### src/rtl/ahb_apb_bridge_lite_pkg.sv
// rtl/ahb_apb_bridge_lite_pkg.sv - shared types and constants for the AHB-Lite to APB bridge
//
// Purpose: bridge FSM state encoding, AHB transfer/size encodings and slot
//          address geometry shared by the bridge top and its slot decoder.
// Ports:   none (package).
package ahb_apb_pkg;

  typedef enum logic [2:0] {
    IDLE   = 3'd0,
    SETUP  = 3'd1,
    ACCESS = 3'd2,
    DONE   = 3'd3,
    ERR1   = 3'd4,
    ERR2   = 3'd5
  } state_t;

  localparam logic [1:0] HTRANS_IDLE   = 2'b00;
  localparam logic [1:0] HTRANS_BUSY   = 2'b01;
  localparam logic [1:0] HTRANS_NONSEQ = 2'b10;
  localparam logic [1:0] HTRANS_SEQ    = 2'b11;

  localparam logic [2:0] HSIZE_WORD = 3'b010;

  // 4 KB slots: HADDR[15:12] selects the APB slave.
  localparam int SLOT_LSB = 12;
  localparam int SLOT_W   = 4;

  // Only NONSEQ and SEQ carry a real transfer.
  function automatic logic htrans_active(input logic [1:0] htrans);
    return (htrans == HTRANS_NONSEQ) || (htrans == HTRANS_SEQ);
  endfunction

endpackage

### src/rtl/ahb_apb_bridge_lite_if.sv
// rtl/ahb_apb_bridge_lite_if.sv - AHB-Lite slave side and APB master side signal bundle
//
// Purpose: groups the AHB-Lite and APB bus signals of the bridge.
// Modports:
//   slave  - bridge view: AHB-Lite slave, APB master.
//   master - environment view: AHB master plus the APB slaves' responses.
// Signals: HSEL, HADDR[15:0], HTRANS[1:0], HWRITE, HSIZE[2:0], HWDATA[31:0],
//          HREADY, HREADYOUT, HRESP, HRDATA[31:0], PADDR[11:0],
//          PSEL[NUM_SLAVES-1:0], PENABLE, PWRITE, PWDATA[31:0],
//          PRDATA[32*NUM_SLAVES-1:0], PREADY[NUM_SLAVES-1:0],
//          PSLVERR[NUM_SLAVES-1:0].
interface ahb_apb_bridge_lite_if #(
  parameter int NUM_SLAVES = 8
);
  logic                      HSEL;
  logic [15:0]               HADDR;
  logic [1:0]                HTRANS;
  logic                      HWRITE;
  logic [2:0]                HSIZE;
  logic [31:0]               HWDATA;
  logic                      HREADY;
  logic                      HREADYOUT;
  logic                      HRESP;
  logic [31:0]               HRDATA;
  logic [11:0]               PADDR;
  logic [NUM_SLAVES-1:0]     PSEL;
  logic                      PENABLE;
  logic                      PWRITE;
  logic [31:0]               PWDATA;
  logic [32*NUM_SLAVES-1:0]  PRDATA;
  logic [NUM_SLAVES-1:0]     PREADY;
  logic [NUM_SLAVES-1:0]     PSLVERR;

  modport slave (
    input  HSEL, HADDR, HTRANS, HWRITE, HSIZE, HWDATA, HREADY,
    input  PRDATA, PREADY, PSLVERR,
    output HREADYOUT, HRESP, HRDATA,
    output PADDR, PSEL, PENABLE, PWRITE, PWDATA
  );

  modport master (
    output HSEL, HADDR, HTRANS, HWRITE, HSIZE, HWDATA, HREADY,
    output PRDATA, PREADY, PSLVERR,
    input  HREADYOUT, HRESP, HRDATA,
    input  PADDR, PSEL, PENABLE, PWRITE, PWDATA
  );

endinterface

### src/rtl/ahb_apb_bridge_lite_slot_decode.sv
// rtl/ahb_apb_bridge_lite_slot_decode.sv - combinational APB slot decoder and response mux
//
// Purpose: turns a slot index into a one-hot PSEL enable and selects that
//          slot's PRDATA/PREADY/PSLVERR. Slots at or above NUM_SLAVES are
//          flagged illegal and select nothing.
// Ports:
//   i_slot      in  SLOT_W         slot index
//   i_prdata    in  32*NUM_SLAVES  per-slot read data
//   i_pready    in  NUM_SLAVES     per-slot ready
//   i_pslverr   in  NUM_SLAVES     per-slot error
//   o_psel_en   out NUM_SLAVES     one-hot select (all zero when illegal)
//   o_prdata    out 32             selected read data
//   o_pready    out 1              selected ready
//   o_pslverr   out 1              selected error
//   o_illegal   out 1              slot index out of range
module apb_slot_decode
  import ahb_apb_pkg::*;
#(
  parameter int NUM_SLAVES = 8
) (
  input  logic [SLOT_W-1:0]         i_slot,
  input  logic [32*NUM_SLAVES-1:0]  i_prdata,
  input  logic [NUM_SLAVES-1:0]     i_pready,
  input  logic [NUM_SLAVES-1:0]     i_pslverr,
  output logic [NUM_SLAVES-1:0]     o_psel_en,
  output logic [31:0]               o_prdata,
  output logic                      o_pready,
  output logic                      o_pslverr,
  output logic                      o_illegal
);

  always_comb begin
    o_psel_en = '0;
    o_prdata  = '0;
    o_pready  = 1'b0;
    o_pslverr = 1'b0;
    o_illegal = (32'(i_slot) >= 32'(NUM_SLAVES));
    for (int i = 0; i < NUM_SLAVES; i++) begin
      if (i_slot == SLOT_W'(i)) begin
        o_psel_en[i] = 1'b1;
        o_prdata     = i_prdata[32*i +: 32];
        o_pready     = i_pready[i];
        o_pslverr    = i_pslverr[i];
      end
    end
  end

endmodule

### src/rtl/ahb_apb_bridge_lite.sv
// rtl/ahb_apb_bridge_lite.sv - single-clock AHB-Lite slave to APB master bridge
//
// Purpose: converts each accepted AHB-Lite word transfer into one APB
//          setup/access sequence on a 4 KB slot, returns read data and
//          two-cycle ERROR responses, and aborts accesses whose slave holds
//          PREADY low for TIMEOUT cycles.
// Parameters: NUM_SLAVES (APB slots), TIMEOUT (1..1023 ACCESS wait cycles).
// Ports:
//   PCLK     in  clock (AHB side shares it)
//   PRESETN  in  asynchronous active-low reset
//   bus      ahb_apb_bridge_lite_if.slave - AHB-Lite slave and APB master signals
module ahb_apb_bridge_lite
  import ahb_apb_pkg::*;
#(
  parameter int NUM_SLAVES = 8,
  parameter int TIMEOUT    = 255
) (
  input  logic                        PCLK,
  input  logic                        PRESETN,
  ahb_apb_bridge_lite_if.slave        bus
);

  localparam logic [9:0] TMO_LAST = 10'(TIMEOUT - 1);

  state_t                  r_state;
  logic [SLOT_W-1:0]       r_slot;
  logic [9:0]              r_tcnt;
  logic                    r_hreadyout;
  logic                    r_hresp;
  logic [31:0]             r_hrdata;
  logic [NUM_SLAVES-1:0]   r_psel;
  logic                    r_penable;
  logic [11:0]             r_paddr;
  logic                    r_pwrite;

  logic                    w_idle_like;
  logic                    w_accept;
  logic                    w_bad;
  logic [SLOT_W-1:0]       w_haddr_slot;
  logic [SLOT_W-1:0]       w_dec_slot;
  logic [NUM_SLAVES-1:0]   w_psel_en;
  logic [31:0]             w_prdata;
  logic                    w_pready;
  logic                    w_pslverr;
  logic                    w_illegal;
  logic                    w_unused;

  assign w_unused     = &{1'b0, bus.HADDR[1:0]};
  assign w_haddr_slot = bus.HADDR[SLOT_LSB +: SLOT_W];

  // HREADYOUT is high only in these states, so only they can take a new address.
  assign w_idle_like = (r_state == IDLE) || (r_state == DONE) || (r_state == ERR2);
  assign w_accept    = w_idle_like && bus.HSEL && htrans_active(bus.HTRANS) && bus.HREADY;

  // One decoder serves both jobs: while able to accept it decodes the incoming
  // address; during SETUP/ACCESS it muxes the latched slot's responses.
  assign w_dec_slot = w_idle_like ? w_haddr_slot : r_slot;

  apb_slot_decode #(
    .NUM_SLAVES (NUM_SLAVES)
  ) u_slot_decode (
    .i_slot     (w_dec_slot),
    .i_prdata   (bus.PRDATA),
    .i_pready   (bus.PREADY),
    .i_pslverr  (bus.PSLVERR),
    .o_psel_en  (w_psel_en),
    .o_prdata   (w_prdata),
    .o_pready   (w_pready),
    .o_pslverr  (w_pslverr),
    .o_illegal  (w_illegal)
  );

  assign w_bad = w_illegal || (bus.HSIZE != HSIZE_WORD);

  always_ff @(posedge PCLK or negedge PRESETN) begin
    if (!PRESETN) begin
      r_state     <= IDLE;
      r_slot      <= '0;
      r_tcnt      <= '0;
      r_hreadyout <= 1'b1;
      r_hresp     <= 1'b0;
      r_hrdata    <= '0;
      r_psel      <= '0;
      r_penable   <= 1'b0;
      r_paddr     <= '0;
      r_pwrite    <= 1'b0;
    end else begin
      case (r_state)
        IDLE, DONE, ERR2: begin
          r_penable <= 1'b0;
          if (w_accept) begin
            r_slot <= w_haddr_slot;
            if (w_bad) begin
              r_state     <= ERR1;
              r_psel      <= '0;
              r_hreadyout <= 1'b0;
              r_hresp     <= 1'b1;
            end else begin
              r_state     <= SETUP;
              r_psel      <= w_psel_en;
              r_paddr     <= {bus.HADDR[11:2], 2'b00};
              r_pwrite    <= bus.HWRITE;
              r_hreadyout <= 1'b0;
              r_hresp     <= 1'b0;
            end
          end else begin
            r_state     <= IDLE;
            r_psel      <= '0;
            r_hreadyout <= 1'b1;
            r_hresp     <= 1'b0;
          end
        end

        SETUP: begin
          r_state   <= ACCESS;
          r_penable <= 1'b1;
          r_tcnt    <= '0;
        end

        ACCESS: begin
          if (w_pready) begin
            r_psel    <= '0;
            r_penable <= 1'b0;
            if (w_pslverr) begin
              r_state <= ERR1;
              r_hresp <= 1'b1;
            end else begin
              r_state     <= DONE;
              r_hreadyout <= 1'b1;
              if (!r_pwrite) begin
                r_hrdata <= w_prdata;
              end
            end
          end else if (r_tcnt == TMO_LAST) begin
            // TIMEOUT consecutive low-PREADY cycles: abandon the APB access.
            r_state   <= ERR1;
            r_psel    <= '0;
            r_penable <= 1'b0;
            r_hresp   <= 1'b1;
          end else begin
            r_tcnt <= r_tcnt + 10'd1;
          end
        end

        ERR1: begin
          r_state     <= ERR2;
          r_hreadyout <= 1'b1;
          r_hresp     <= 1'b1;
        end

        default: begin
          r_state     <= IDLE;
          r_psel      <= '0;
          r_penable   <= 1'b0;
          r_hreadyout <= 1'b1;
          r_hresp     <= 1'b0;
        end
      endcase
    end
  end

  assign bus.HREADYOUT = r_hreadyout;
  assign bus.HRESP     = r_hresp;
  assign bus.HRDATA    = r_hrdata;
  assign bus.PSEL      = r_psel;
  assign bus.PENABLE   = r_penable;
  assign bus.PADDR     = r_paddr;
  assign bus.PWRITE    = r_pwrite;
  // The master holds HWDATA while HREADYOUT is low, so a pass-through is stable.
  assign bus.PWDATA    = ((r_state == SETUP) || (r_state == ACCESS)) ? bus.HWDATA : 32'd0;

endmodule

### src/flat_wrapper.sv
// flat-port wrapper written by rule: the top's interface ports become plain ports
module ahb_apb_bridge_lite_flat import ahb_apb_pkg::*;
#(
  parameter int NUM_SLAVES = 8,
  parameter int TIMEOUT    = 255
)
  (PCLK, PRESETN, bus_HSEL, bus_HADDR, bus_HTRANS, bus_HWRITE, bus_HSIZE, bus_HWDATA, bus_HREADY, bus_PRDATA, bus_PREADY, bus_PSLVERR, bus_HREADYOUT, bus_HRESP, bus_HRDATA, bus_PADDR, bus_PSEL, bus_PENABLE, bus_PWRITE, bus_PWDATA);
  ahb_apb_bridge_lite_if #(.NUM_SLAVES(NUM_SLAVES)) bus_i ();
  input  logic PCLK;
  input  logic PRESETN;
  input wire logic [$bits(bus_i.HSEL)-1:0] bus_HSEL;
  input wire logic [$bits(bus_i.HADDR)-1:0] bus_HADDR;
  input wire logic [$bits(bus_i.HTRANS)-1:0] bus_HTRANS;
  input wire logic [$bits(bus_i.HWRITE)-1:0] bus_HWRITE;
  input wire logic [$bits(bus_i.HSIZE)-1:0] bus_HSIZE;
  input wire logic [$bits(bus_i.HWDATA)-1:0] bus_HWDATA;
  input wire logic [$bits(bus_i.HREADY)-1:0] bus_HREADY;
  input wire logic [$bits(bus_i.PRDATA)-1:0] bus_PRDATA;
  input wire logic [$bits(bus_i.PREADY)-1:0] bus_PREADY;
  input wire logic [$bits(bus_i.PSLVERR)-1:0] bus_PSLVERR;
  output wire logic [$bits(bus_i.HREADYOUT)-1:0] bus_HREADYOUT;
  output wire logic [$bits(bus_i.HRESP)-1:0] bus_HRESP;
  output wire logic [$bits(bus_i.HRDATA)-1:0] bus_HRDATA;
  output wire logic [$bits(bus_i.PADDR)-1:0] bus_PADDR;
  output wire logic [$bits(bus_i.PSEL)-1:0] bus_PSEL;
  output wire logic [$bits(bus_i.PENABLE)-1:0] bus_PENABLE;
  output wire logic [$bits(bus_i.PWRITE)-1:0] bus_PWRITE;
  output wire logic [$bits(bus_i.PWDATA)-1:0] bus_PWDATA;
  assign bus_i.HSEL = bus_HSEL;
  assign bus_i.HADDR = bus_HADDR;
  assign bus_i.HTRANS = bus_HTRANS;
  assign bus_i.HWRITE = bus_HWRITE;
  assign bus_i.HSIZE = bus_HSIZE;
  assign bus_i.HWDATA = bus_HWDATA;
  assign bus_i.HREADY = bus_HREADY;
  assign bus_i.PRDATA = bus_PRDATA;
  assign bus_i.PREADY = bus_PREADY;
  assign bus_i.PSLVERR = bus_PSLVERR;
  assign bus_HREADYOUT = bus_i.HREADYOUT;
  assign bus_HRESP = bus_i.HRESP;
  assign bus_HRDATA = bus_i.HRDATA;
  assign bus_PADDR = bus_i.PADDR;
  assign bus_PSEL = bus_i.PSEL;
  assign bus_PENABLE = bus_i.PENABLE;
  assign bus_PWRITE = bus_i.PWRITE;
  assign bus_PWDATA = bus_i.PWDATA;
  ahb_apb_bridge_lite #(.NUM_SLAVES(NUM_SLAVES), .TIMEOUT(TIMEOUT)) u_core (.PCLK(PCLK), .PRESETN(PRESETN), .bus(bus_i));
endmodule
### config.mk
export PLATFORM = sky130hd
export DESIGN_NAME = ahb_apb_bridge_lite_flat
export DESIGN_NICKNAME = d
export VERILOG_FILES = /design/src/rtl/ahb_apb_bridge_lite_pkg.sv /design/src/rtl/ahb_apb_bridge_lite_if.sv /design/src/rtl/ahb_apb_bridge_lite_slot_decode.sv /design/src/rtl/ahb_apb_bridge_lite.sv /design/src/flat_wrapper.sv
export SDC_FILE = /design/constraint.sdc
export NUM_CORES = 1
export LEC_CHECK = 0
export CELL_PAD_IN_SITES_DETAIL_PLACEMENT = 1
export CELL_PAD_IN_SITES_GLOBAL_PLACEMENT = 1
export CORE_AREA = 2 2 161 163
export CTS_BUF_LIST = sky130_fd_sc_hd__clkbuf_16
export CTS_CLUSTER_DIAMETER = 80
export DETAILED_ROUTE_END_ITERATION = 6
export DIE_AREA = 0 0 163 165
export PLACE_DENSITY_LB_ADDON = 0.08
export SKIP_CTS_REPAIR_TIMING = 1
export SYNTH_ARGS = -nofsm -noshare
export SYNTH_HDL_FRONTEND = slang
export SYNTH_SLANG_ARGS = --single-unit
### constraint.sdc
create_clock -name PCLK -period 5.45 [get_ports PCLK]
set_input_delay 0.8175 -clock PCLK [delete_from_list [all_inputs] [get_ports PCLK]]
set_output_delay 0.8175 -clock PCLK [all_outputs]
set_load 0.02 [all_outputs]
Yosys cells after proc, flatten, opt, wreduce, memory -nomap -nowiden
Index checks and enable logic that the tools add are counted.

word-level totals
  bits in registers = 71
  input bits = 330
  output and inout port bits = 88
  word-level logic and storage cells = 122

cells by class
  $add $sub $neg = 1
  magnitude comparators = 1
  equal/unequal tests = 22
  muxes and demuxes = 61
  bitwise logic cells = 6
  reduce and logical (&&, ||, !) cells = 21

operators by type and width
  cell                     count
  $mux W32                 9
  $mux W1                  34
  $mux W8                  4
  $pmux W8 S3              1
  $mux W10                 2
  $pmux W10 S2             1
  $eq A4 B3 Y1 const B     4
  $mux W3                  5
  $pmux W3 S4              1
  $reduce_and A3 Y1        4
  $add A10 B1 Y10 const B  1
  $eq A10 B8 Y1 const B    1
  $eq A4 B2 Y1 const B     2
  $ne A2 B2 Y1 const B     4
  $eq A3 B2 Y1 const B     2
  $eq A3 B3 Y1 const B     2
  $ne A3 B2 Y1 const B     2
  $not A1 Y1               6
  $pmux W1 S3              2
  $reduce_and A2 Y1        3
  $logic_or A1 B1 Y1       5
  $eq A2 B2 Y1 const B     2
  $eq A4 B1 Y1 const B     1
  $ge A4 B4 Y1 const B     1
  other kinds (11)         13

Longest topological paths before layout
Gate-level depths: netlist of the first run.

  word-level depth = 16
  gate-level depth with buffers = 13
  mapped depth without buffers = 9

Modules after synthesis
A second synthesis of the first run with hierarchy kept.

second synthesis, totals
  cells, all modules = 716
  area total of the unflattened synthesis = 6,353.6 um^2

modules (own cells, without submodules)
  module               instances  cells an instance  area an instance (um^2)  sequential area each (um^2)
  ahb_apb_bridge_lite  1          268                3,403.3                  1,778.0
  apb_slot_decode      1          448                2,950.3                  0.0

Worst setup path before layout of the first run
Ideal clock, no wire load.

  kind = register to register
  start point = register u_core.r_state[0]
  end point = register u_core.r_psel[0] (netlist: u_core.bus.PSEL[0])
  setup time = 0.121 ns
  arrival time = 2.799 ns
  data required time = 5.329 ns
  path slack = 2.530 ns
  stages on the path, launching flop included = 10
  buffers on the path = 0
  period minus slack after synthesis = 2.920 ns
  path through = dfrtp_1 xor2_1 o21ai_4 mux2i_1 nand2_1 or4_4 a211oi_4 or2_2 o21ai_2 a22o_1

on the way
  word-level cells in the longest chain between the ends = 15
  elaborated cells on any way between the ends = 40
  those cells by class = order compare (1); eq/ne (13); mux (14); bitwise (1); reduce/logical (11)

RTL lines
  item                                                     line                                                  source
  start: declaration                                       ahb_apb_bridge_lite.sv:25                             state_t r_state;
  start signal: assignment                                 ahb_apb_bridge_lite.sv:77                             r_state <= IDLE;
  start signal: assignment                                 ahb_apb_bridge_lite.sv:94                             r_state <= ERR1;
  start signal: assignment                                 ahb_apb_bridge_lite.sv:99                             r_state <= SETUP;
  $eq A3 B2 Y1 / $logic_not A3 Y1 (equally long branches)  ahb_apb_bridge_lite.sv:52, ahb_apb_bridge_lite.sv:88
  $logic_or A1 B1 Y1 (2 in series)                         ahb_apb_bridge_lite.sv:52                             assign w_idle_like = (r_state == IDLE) || (r_state == DONE) || (r_state == ERR2);
  $mux W4                                                  ahb_apb_bridge_lite.sv:57                             assign w_dec_slot = w_idle_like ? w_haddr_slot : r_slot;
  $logic_not A4 Y1                                         ahb_apb_bridge_lite_slot_decode.sv:39                 if (i_slot == SLOT_W'(i)) begin
  $mux W1 (8 in series)                                    ahb_apb_bridge_lite_slot_decode.sv:39
  $mux W8 / $ne A3 B2 Y1 (equally long branches)           n/a
  $pmux W8 S3 / $reduce_and A2 Y1 (equally long branches)  n/a
  end signal: assignment                                   ahb_apb_bridge_lite.sv:100                            r_psel <= w_psel_en;
  end: declaration                                         ahb_apb_bridge_lite.sv:31                             logic [NUM_SLAVES-1:0] r_psel;

Several ways; a longest one is shown, not always the timed one.
A chain may end at the register's enable or synchronous reset.

Final worst setup path of the first run
  start point = register u_core.r_state[0]
  end point = register u_core.r_hrdata[15] (netlist: u_core.bus.HRDATA[15])

on the way
  word-level cells in the longest chain between the ends = 15
  elaborated cells on any way between the ends = 41
  those cells by class = eq/ne (10); mux (25); bitwise (1); reduce/logical (5)

RTL lines
  item                                                     line                                   source
  $eq A3 B2 Y1 / $logic_not A3 Y1 (equally long branches)  ahb_apb_bridge_lite.sv:52
  $logic_or A1 B1 Y1 (2 in series)                         ahb_apb_bridge_lite.sv:52
  $mux W4                                                  ahb_apb_bridge_lite.sv:57
  $logic_not A4 Y1                                         ahb_apb_bridge_lite_slot_decode.sv:39
  $mux W1 (8 in series)                                    ahb_apb_bridge_lite_slot_decode.sv:39
  $not A1 Y1 (no line)                                     n/a
  $reduce_and A4 Y1 (no line)                              n/a
  end signal: assignment                                   ahb_apb_bridge_lite.sv:131             r_hrdata <= w_prdata;
  end: declaration                                         ahb_apb_bridge_lite.sv:30              logic [31:0] r_hrdata;

Several ways; a longest one is shown, not always the timed one.

==> reports/metrics.yaml, run 1 <==
setup_path:
  rr_worst_depth: 10
  rrSetupSlack_ps: 1620
  worstPathRequired_ps: 5680
  reg2reg_to: "u_core.bus.HRDATA[15]"
  reg2reg_from: "u_core.r_state[0]"
  critPathLaunchType: "flop"
  crit_fanout: 44
  worstSetupStartpoint: "u_core.r_state[0]"
  worstSetupEndpointType: "flop"
  critPathKind: "reg2reg"
  critPathArrivalTime_ps: 4070
final_layout:
  syn_to_final_growth_pct: 101
  mostFrequentLayoutCells: "411 x clkdlybuf4s50_1, 70 x dfrtp_1, 62 x nand2_1"
  layout.cells.most_common: "clkdlybuf4s50_1"
  num_antenna_cells: 0
  layout-drive-gt1-share_pct: 7.64
  fin_nets: 1270
  final_util_pct: 38.5
routing:
  drc_errors: 8
  avgRoutedWirePerCell_um: 23.6
  drtAntennaViolNets: 0
  drt_iter0_drc: 493
  dr_total_vias: 6239
  drt-pass1-iter-count: 7
  vias_per_cell: 4.90
  drt-total-wl_um: 30100
global_route:
  met1_usage_pct: 25.5
  grt_usage_pct: 21.8
  grt_pass1_vias: 6981
  met3_usage_pct: 5.88
  grt.met2_usage_pct: 38.8
  globalRouteOverflowTotal: 0
  antenna_found_initial: 1
  grt_max_degree: 72
  top_usage_layer: "met2"
  grt_pass1_wl_um: 43400
sta:
  min_period_ps: 3830
  finalHoldViolations: 0
  tns_ps: 0
  report.final.slew_viol_count: 0
  rsz0062_at_grt: "false"
  setup_slack_ps: 1620
  timing.fmax_mhz: 261
  skew_ps: 6.84
  relSlewSlack_pct: 17.6
  tightest_slew_ps: 1230
  fin_crit_sh_pct: 70.3
  setup_viol: 0
cts:
  cts.sinks: 71
  clockRootBuffer: "clkbuf_16"
  htreeDepth: 3
  clkLatencyLatePin_ps: 340
  tritoncts: "yes"
  cts_buffer_depth: 2
  clk_pin_slew_ps: 60
  cts-buffers-inserted: 9
place:
  gp_congestion: 0.894
  place_ws_ps: 1430
  numPortBuffers: 412
  dp_hpwl_um: 24300
synthesis:
  synthFlopType: "dfrtp_1"
  synth.cell_area_sq_um: 4790
  ys_warn_count: 0
  yosysUniqueCellTypes: 53
  synth_enable_flop_cells: 0
  synth_seq_cells: 71
  ys_async_sr_fraction_pct: 100
  synthCells: 540
  seq_area_frac_synth_pct: 37.1
  syn_area_per_cell_sq_um: 8.87
run_status:
  violations: "design-rule violations"
  status: "finished, violations left"
job:
  drv_cap: 0
floorplanning:
  ios: 418
  initial_core_util_pct: 19.1
  die_x_um: 163
  fp-row-count: 58
  core_area_sq_um: 25000
  dieArea_sq_um: 26900
  die_h_um: 165
min_path:
  hold_depth: 1
  hold_path.class: "reg2reg"
  hold_end: "u_core.bus.HRDATA[20]"
  min_from: "u_core.bus.HRDATA[20]"
pwr:
  vdd_ir_drop_max_mv: 0.223
  power.density_nw_per_um2: 466
  power_mw: 4.48
  p_leak_nw: 3.67
## where the power goes
part | switching [mW] | internal, mW
Sequential | 0.135 | 0.717
Clock | 0.233 | 0.397
Combinational | 1.72 | 1.28
## how the worst max path moves through the flow
stage / to / cells past startpoint / slack [ps]
finish: u_core.bus.HRDATA[15] / 10 / 1620
global route: u_core.bus.HRDATA[15] / 10 / 1280
CTS: u_core.bus.HRDATA[15] / 10 / 1540
detailed placement: u_core.bus.HRDATA[15] / 9 / 1430
global placement: u_core.bus.HRDATA[20] / 9 / 1490
floorplan: u_core.bus.PSEL[0] / 9 / 2530
## sequential cells by signal, indices dropped and copies added (netlist names)
signal,count
u_core.r_slot,4
u_core.bus.PSEL,8
u_core.bus.HRDATA,32
u_core.r_tcnt,10
u_core.r_state,3
u_core.bus.PWRITE,1
u_core.bus.PENABLE,1
u_core.bus.HREADYOUT,1
u_core.bus.PADDR,10
u_core.bus.HRESP,1
## synth_stat cells (2+ instances only)
cell type	instances	area (sq um)
a21oi_1	30	150
nand4_1	7	43.8
o21ai_0	5	25.0
clkbuf_1	25	93.8
nand3b_1	2	15.0
nor3b_1	2	15.0
o2bb2ai_1	4	35.0
ha_1	2	25.0
inv_1	4	15.0
nor2_1	40	150
a21oi_2	2	17.5
a21o_1	5	37.5
dfrtp_1	70	1750
and3_1	2	12.5
nand2_1	62	233
and4_1	2	17.5
buf_2	16	80.1
a31oi_1	4	25.0
a221oi_1	47	412
a222oi_1	20	200
a41o_1	3	30.0
o21ai_1	32	160
xnor2_1	5	43.8
a22oi_1	34	255
mux2i_1	6	60.1
nor3_1	7	35.0
nor4b_1	2	17.5
mux2_2	16	180
a22o_1	11	96.3
nand3_1	18	90.1
buf_4	2	15.0
nor2b_1	32	200
## metal layers
metal / routed length [um] / vias to the layer above
met5: 0 / -
met4: 869 / 0
li1: - / 2890
met2: 15600 / 278
met3: 2130 / 42
met1: 11500 / 3029
## worst max-delay path, cell delays in order (launching register included)
cell	delay, ps
dfrtp_1	450
xor2_1	210
o21ai_4	390
mux2_2	500
nor4_4	310
buf_4	360
a22oi_1	200
o211ai_4	530
buf_4	500
a21oi_1	90
a21o_1	170
## cells by family after synthesis
logic type,share of synthesized area (%)
flip-flops,37.1
other,0.0783
multiplexers,6.01
XOR/XNOR,1.10
AO/OA/AOI/OAI,31.7
AND/OR/NAND/NOR,19.3
adder cells (fa/ha/maj),0.522
buffers and inverters,4.26
## per-stage QoR
stage	std cells	instance area (sq um)	hold slack (ps)
2_1_floorplan	541	4800	463
3_3_place_gp	1257	9320	464
3_5_place_dp	1257	9320	469
4_1_cts	1273	9630	481
5_1_grt	1273	9630	492
6_report	1273	9630	482
## cell type report
cell class | count | area, sq um
clock buffers | 9 | 225
clock inverters | 7 | 87.6
fillers | 2859 | 15400
inverters | 4 | 15.0
multi-input cells | 423 | 2860
flip-flops and latches | 71 | 1780
well taps | 330 | 413
repair buffers | 429 | 4250
No activity file was read; power rests on OpenSTA's default activity.
==> run 2: changes to the inputs <==
--- a/config.mk
+++ b/config.mk
@@ -7,11 +7,11 @@
 export LEC_CHECK = 0
 export CELL_PAD_IN_SITES_DETAIL_PLACEMENT = 1
 export CELL_PAD_IN_SITES_GLOBAL_PLACEMENT = 1
-export CORE_AREA = 2 2 161 163
+export CORE_AREA = 2 2 164 166
 export CTS_BUF_LIST = sky130_fd_sc_hd__clkbuf_16
 export CTS_CLUSTER_DIAMETER = 80
 export DETAILED_ROUTE_END_ITERATION = 6
-export DIE_AREA = 0 0 163 165
+export DIE_AREA = 0 0 166 168
 export PLACE_DENSITY_LB_ADDON = 0.08
 export SKIP_CTS_REPAIR_TIMING = 1
 export SYNTH_ARGS = -nofsm -noshare
==> constraint.sdc (replaced) <==
create_clock -name PCLK -period 3.91 [get_ports PCLK]
set_input_delay 0.5865 -clock PCLK [delete_from_list [all_inputs] [get_ports PCLK]]
set_output_delay 0.5865 -clock PCLK [all_outputs]
set_load 0.02 [all_outputs]
==> reports/metrics.yaml, run 2 (synthesis results as in run 1) <==
run_status:
  status: "complete, no violations"
floorplanning:
  core_area_sq_um: 26400  # +5.2%
  dieArea_sq_um: 27900  # +3.7%
  initial_core_util_pct: 18.2  # -0.95 points
  fp-row-count: 60  # +3.4%
  die_x_um: 166  # +1.8%
  ios: 418  # unchanged
  die_h_um: 168  # +1.8%
final_layout:
  num_antenna_cells: 0  # unchanged
  final_util_pct: 37.0  # -1.4 points
  ff_latch_area_sq_um: 1780  # unchanged
  syn_to_final_growth_pct: 104
  mostFrequentLayoutCells: "411 x clkdlybuf4s50_1, 70 x dfrtp_1, 62 x nand2_1"
  fill_cells: 3004  # +5.1%
  largest_reg_flops: 32  # unchanged
  stdcell_count: 1297  # +1.9%
  fin_nets: 1283  # +1.0%
  multi_input_area_sq_um: 2860  # unchanged
  final_area_sq_um: 9760  # +1.4%
  layout-drive-gt1-share_pct: 9.10  # +1.5 points
  layout.cells.most_common: "clkdlybuf4s50_1"
min_path:
  hold_path.class: "in2async"
cts:
  clkLatencyLatePin_ps: 340  # about the same
  tritoncts: "yes"
  clk_pin_slew_ps: 70  # about the same
  htreeDepth: 3  # unchanged
  cts.sinks: 71  # unchanged
  cts-buffers-inserted: 9  # unchanged
  cts_buffer_depth: 2  # unchanged
  clockRootBuffer: "clkbuf_16"
setup_path:
  worstPathBufferInverterCount: 0  # -2
  critPathKind: "reg2reg"
  slowest_stage: "nor2_2"
  slowest_delay_ps: 660  # +130 ps
  crit_fanout: 10  # -77%
  worst_path_dominant_cell_family: "compound AO/OA/AOI/OAI gates"
  path_cells: "xor2_1, o21ai_4, mux2i_2, nand2_1, nor2_2, a222oi_1, a21oi_1, a221oi_1, o21ai_1"
  worstPathRequired_ps: 4180  # -1500 ps
  worstSetupEndpointType: "flop"
  critPathLaunchType: "flop"
  critPathArrivalTime_ps: 3820  # -250 ps
sta:
  relSlewSlack_pct: 17.3  # -0.26 points
  setup_slack_ps: 365  # -1250 ps
  timing.fmax_mhz: 282  # +8.1%
  min_period_ps: 3550  # -288 ps
  report.final.slew_viol_count: 0  # unchanged
  whs_ps: 286  # -196 ps
  tightest_slew_ps: 1240  # +3.91 ps
  setup_viol: 0  # unchanged
  fin_crit_sh_pct: 90.7  # +20 points
  skew_ps: 6.90  # +0.0608 ps
  finalHoldViolations: 0  # unchanged
  rsz0062_at_grt: "false"
  tns_ps: 0  # unchanged
global_route:
  antenna_found_initial: 0  # -1
  grt_pass1_wl_um: 42700  # -1.7%
  grt_usage_pct: 20.5  # -1.4 points
  grt_max_degree: 52  # -28%
  globalRouteOverflowTotal: 0  # unchanged
  grt_pass1_vias: 6469  # -7.3%
place:
  gp_congestion: 0.818  # -8.4%
  place_ws_ps: 302  # -1130 ps
  numPortBuffers: 412  # unchanged
  dp_cells: 1281  # +1.9%
  placedInstanceArea_sq_um: 9450  # +1.5%
  dp_hpwl_um: 24000  # -1.3%
pwr:
  p_leak_nw: 3.75  # +2.1%
  power_mw: 6.33  # +41%
  combPwrFrac_pct: 67.8  # +0.8 points
  p_switching_mw: 2.98  # +42%
  swShare_pct: 47.0  # +0.40 points
  power.density_nw_per_um2: 649  # +39%
  internal_power_mw: 3.35  # +40%
  p_clk_share_pct: 13.6  # -0.4 points
  p_seq_share_pct: 18.6  # -0.4 points
  vdd_ir_drop_max_mv: 0.273  # +22%
routing:
  dr_total_vias: 6147  # -1.5%
  drt-pass1-iter-count: 6  # -1
  drt_iter0_drc: 414  # -16%
  drt-total-wl_um: 29700  # -1.3%
  drc_errors: 0  # -8
  drtAntennaViolNets: 0  # unchanged
  avgRoutedWirePerCell_um: 22.9  # -3.2%
  vias_per_cell: 4.74  # -3.3%
job:
  drv_cap: 0  # unchanged
-- run 2: cell count changes in the layout (fill, tap and decap cells not counted), sizes merged --
cell,change
buf,+13
bufinv,-1
clkinv,+1
clkinvlp,-1
inv,+1
-- run 2: path summary, 6_finish.rpt --
| check | from | endpoint | slack (ps) | cells past startpoint |
|---|---|---|---|---|
| max | u_core.r_state[0] | u_core.bus.HRDATA[7] | 360 | 9 |
| min | PRESETN | u_core.r_slot[3] | 290 | 1 |
| max reg2reg | u_core.r_state[0] | u_core.bus.HRDATA[7] | 360 | 9 |
| min reg2reg | u_core.bus.HRDATA[20] | u_core.bus.HRDATA[20] | 480 | 1 |
| max in group asynchronous | PRESETN | u_core.bus.HRDATA[20] | 2820 | 2 |
| min in group PCLK | u_core.bus.HRDATA[20] | u_core.bus.HRDATA[20] | 480 | 1 |
-- run 2: routing by layer --
metal / up-vias / routed length [um] / global-route usage [%] / part of all wire (%)
met4: 0 / 481 / 4.31 / 1.6
met3: 22 / 2110 / 6.46 / 7.1
li1: 2918 / - / - / -
met2: 229 / 15000 / 35.7 / 50
met1: 2978 / 12100 / 24.9 / 41
met5: - / 0 / 0 / 0
-- run 2: layout make-up --
cell class                      count  area share (%)
Clock inverter                      7           0.833
Inverter                            4           0.154
Sequential cell                    71            18.2
Timing Repair Buffer              442            44.8
Clock buffer                        9            2.31
Multi-Input combinational cell    423            29.3
Tap cell                          341            4.37
-- run 2: worst reg2reg max path: stages, from the launching register on --
cell      delay, ps
dfrtp_1         450
xor2_1          210
o21ai_4         370
mux2i_2         560
nand2_1         310
nor2_2          660
a222oi_1        270
a21oi_1         410
a221oi_1        110
o21ai_1         140
-- run 2: power groups by stage --
stage	logic, mW	clock network [mW]	registers [mW]
floorplan	2.05	0	1.42
global placement	4.36	0	1.17
detailed placement	4.35	0	1.19
CTS	4.37	0.897	1.18
global route	4.66	0.928	1.22
finish	4.29	0.862	1.17
==> run 3: changes to the inputs <==
--- a/config.mk
+++ b/config.mk
@@ -5,6 +5,8 @@
 export SDC_FILE = /design/constraint.sdc
 export NUM_CORES = 1
 export LEC_CHECK = 0
+export ABC_CLOCK_PERIOD_IN_PS = 3910
+export CAP_MARGIN = 10
 export CELL_PAD_IN_SITES_DETAIL_PLACEMENT = 1
 export CELL_PAD_IN_SITES_GLOBAL_PLACEMENT = 1
 export CORE_AREA = 2 2 164 166
==> reports/metrics.yaml, run 3 (synthesis results as in run 1) <==
cts:
  cts.sinks: 71  # unchanged
  cts-buffers-inserted: 9  # unchanged
  clk_pin_slew_ps: 70  # about the same
  clkLatencyLatePin_ps: 340  # about the same
  htreeDepth: 3  # unchanged
  cts_buffer_depth: 2  # unchanged
  tritoncts: "yes"
  clockRootBuffer: "clkbuf_16"
setup_path:
  slowest_stage: "nor2_2"
  critPathKind: "reg2reg"
  worst_path_dominant_cell_family: "compound AO/OA/AOI/OAI gates"
  path_cells: "xor2_1, o21ai_4, mux2i_2, nand2_1, nor2_2, a222oi_1, a21oi_1, a221oi_1, o21ai_1"
  worstPathBufferInverterCount: 0  # unchanged
  crit_fanout: 10  # unchanged
  worstSetupEndpointType: "flop"
  slowest_delay_ps: 650  # about the same
  worstPathRequired_ps: 4180  # about the same
  critPathArrivalTime_ps: 3820  # about the same
  critPathLaunchType: "flop"
min_path:
  hold_path.class: "in2async"
routing:
  avgRoutedWirePerCell_um: 22.9  # about the same
  drt_iter0_drc: 384  # -7.2%
  drtAntennaViolNets: 0  # unchanged
  drt-pass1-iter-count: 5  # -1
  dr_total_vias: 6190  # +0.70%
  vias_per_cell: 4.77  # +0.62%
  drt-total-wl_um: 29700  # +0.16%
  drc_errors: 0  # unchanged
sta:
  whs_ps: 285  # -0.675 ps
  min_period_ps: 3540  # -1.52 ps
  relSlewSlack_pct: 52.1  # +35 points
  rsz0062_at_grt: "false"
  skew_ps: 6.96  # +0.0629 ps
  tightest_slew_ps: 717  # -521 ps
  timing.fmax_mhz: 282  # about the same
  setup_viol: 0  # unchanged
  finalHoldViolations: 0  # unchanged
  tns_ps: 0  # unchanged
  fin_crit_sh_pct: 90.6  # about the same
  report.final.slew_viol_count: 0  # unchanged
final_layout:
  mostFrequentLayoutCells: "411 x clkdlybuf4s50_1, 70 x dfrtp_1, 62 x nand2_1"
  layout-drive-gt1-share_pct: 9.20  # +0.095 points
  largest_reg_flops: 32  # unchanged
  num_antenna_cells: 0  # unchanged
  multi_input_area_sq_um: 2860  # unchanged
  syn_to_final_growth_pct: 104
  stdcell_count: 1298  # +0.077%
  fill_cells: 3004  # unchanged
  layout.cells.most_common: "clkdlybuf4s50_1"
  ff_latch_area_sq_um: 1780  # unchanged
  fin_nets: 1284  # +0.078%
  final_area_sq_um: 9770  # +0.15%
global_route:
  grt_pass1_wl_um: 42700  # unchanged
  antenna_found_initial: 0  # unchanged
  grt_max_degree: 52  # unchanged
  globalRouteOverflowTotal: 0  # unchanged
  grt_usage_pct: 20.5  # unchanged
  grt_pass1_vias: 6469  # unchanged
pwr:
  vdd_ir_drop_max_mv: 0.274  # +0.34%
  p_leak_nw: 3.76  # +0.20%
  power.density_nw_per_um2: 650  # +0.23%
  power_mw: 6.35  # +0.38%
floorplanning:
  ios: 418  # unchanged
  dieArea_sq_um: 27900  # unchanged
  die_x_um: 166  # unchanged
  fp-row-count: 60  # unchanged
  initial_core_util_pct: 18.2  # unchanged
  die_h_um: 168  # unchanged
  core_area_sq_um: 26400  # unchanged
place:
  numPortBuffers: 412  # unchanged
  placedInstanceArea_sq_um: 9450  # unchanged
  dp_hpwl_um: 24000  # unchanged
  dp_cells: 1281  # unchanged
  gp_congestion: 0.818  # unchanged
run_status:
  status: "complete, no violations"
job:
  drv_cap: 0  # unchanged
## run 3: worst paths after layout
path / slack, ps / start / cells past startpoint / end
min in group PCLK: 480 / u_core.bus.HRDATA[20] / 1 / u_core.bus.HRDATA[20]
max: 370 / u_core.r_state[0] / 9 / u_core.bus.HRDATA[7]
max reg2reg: 370 / u_core.r_state[0] / 9 / u_core.bus.HRDATA[7]
max in group asynchronous: 2820 / PRESETN / 2 / u_core.bus.HRDATA[20]
min: 290 / PRESETN / 1 / u_core.r_slot[3]
min reg2reg: 480 / u_core.bus.HRDATA[20] / 1 / u_core.bus.HRDATA[20]
## run 3: report_power, final
| part | total [mW] | internal, mW | switching, mW |
|---|---|---|---|
| sequential | 1.17 | 0.998 | 0.176 |
| combinational | 4.32 | 1.87 | 2.45 |
| clock | 0.863 | 0.501 | 0.362 |
| total | 6.35 | 3.37 | 2.99 |
## run 3: layer usage
metal | vias to the layer above | GRT usage, % | part of all wire, %
li1 | 2922 | - | -
met1 | 3004 | 24.9 | 41
met2 | 241 | 35.7 | 50
met3 | 23 | 6.46 | 7.2
met4 | 0 | 4.31 | 1.6
met5 | - | 0 | 0
## run 3: area by class of cell
type | count | area share [%]
clock inverter | 7 | 0.832
clock buffer | 9 | 2.30
tap | 341 | 4.37
timing repair buffer | 443 | 44.9
multi-input combinational | 423 | 29.3
sequential | 71 | 18.2
inverter | 4 | 0.154
## run 3: per-stage QoR
step	util [%]	setup WS, ps
2_1_floorplan	-	990
3_3_place_gp	35.9	324
3_5_place_dp	35.9	302
4_1_cts	37.0	311
5_1_grt	37.1	90.1
6_report	37.1	366
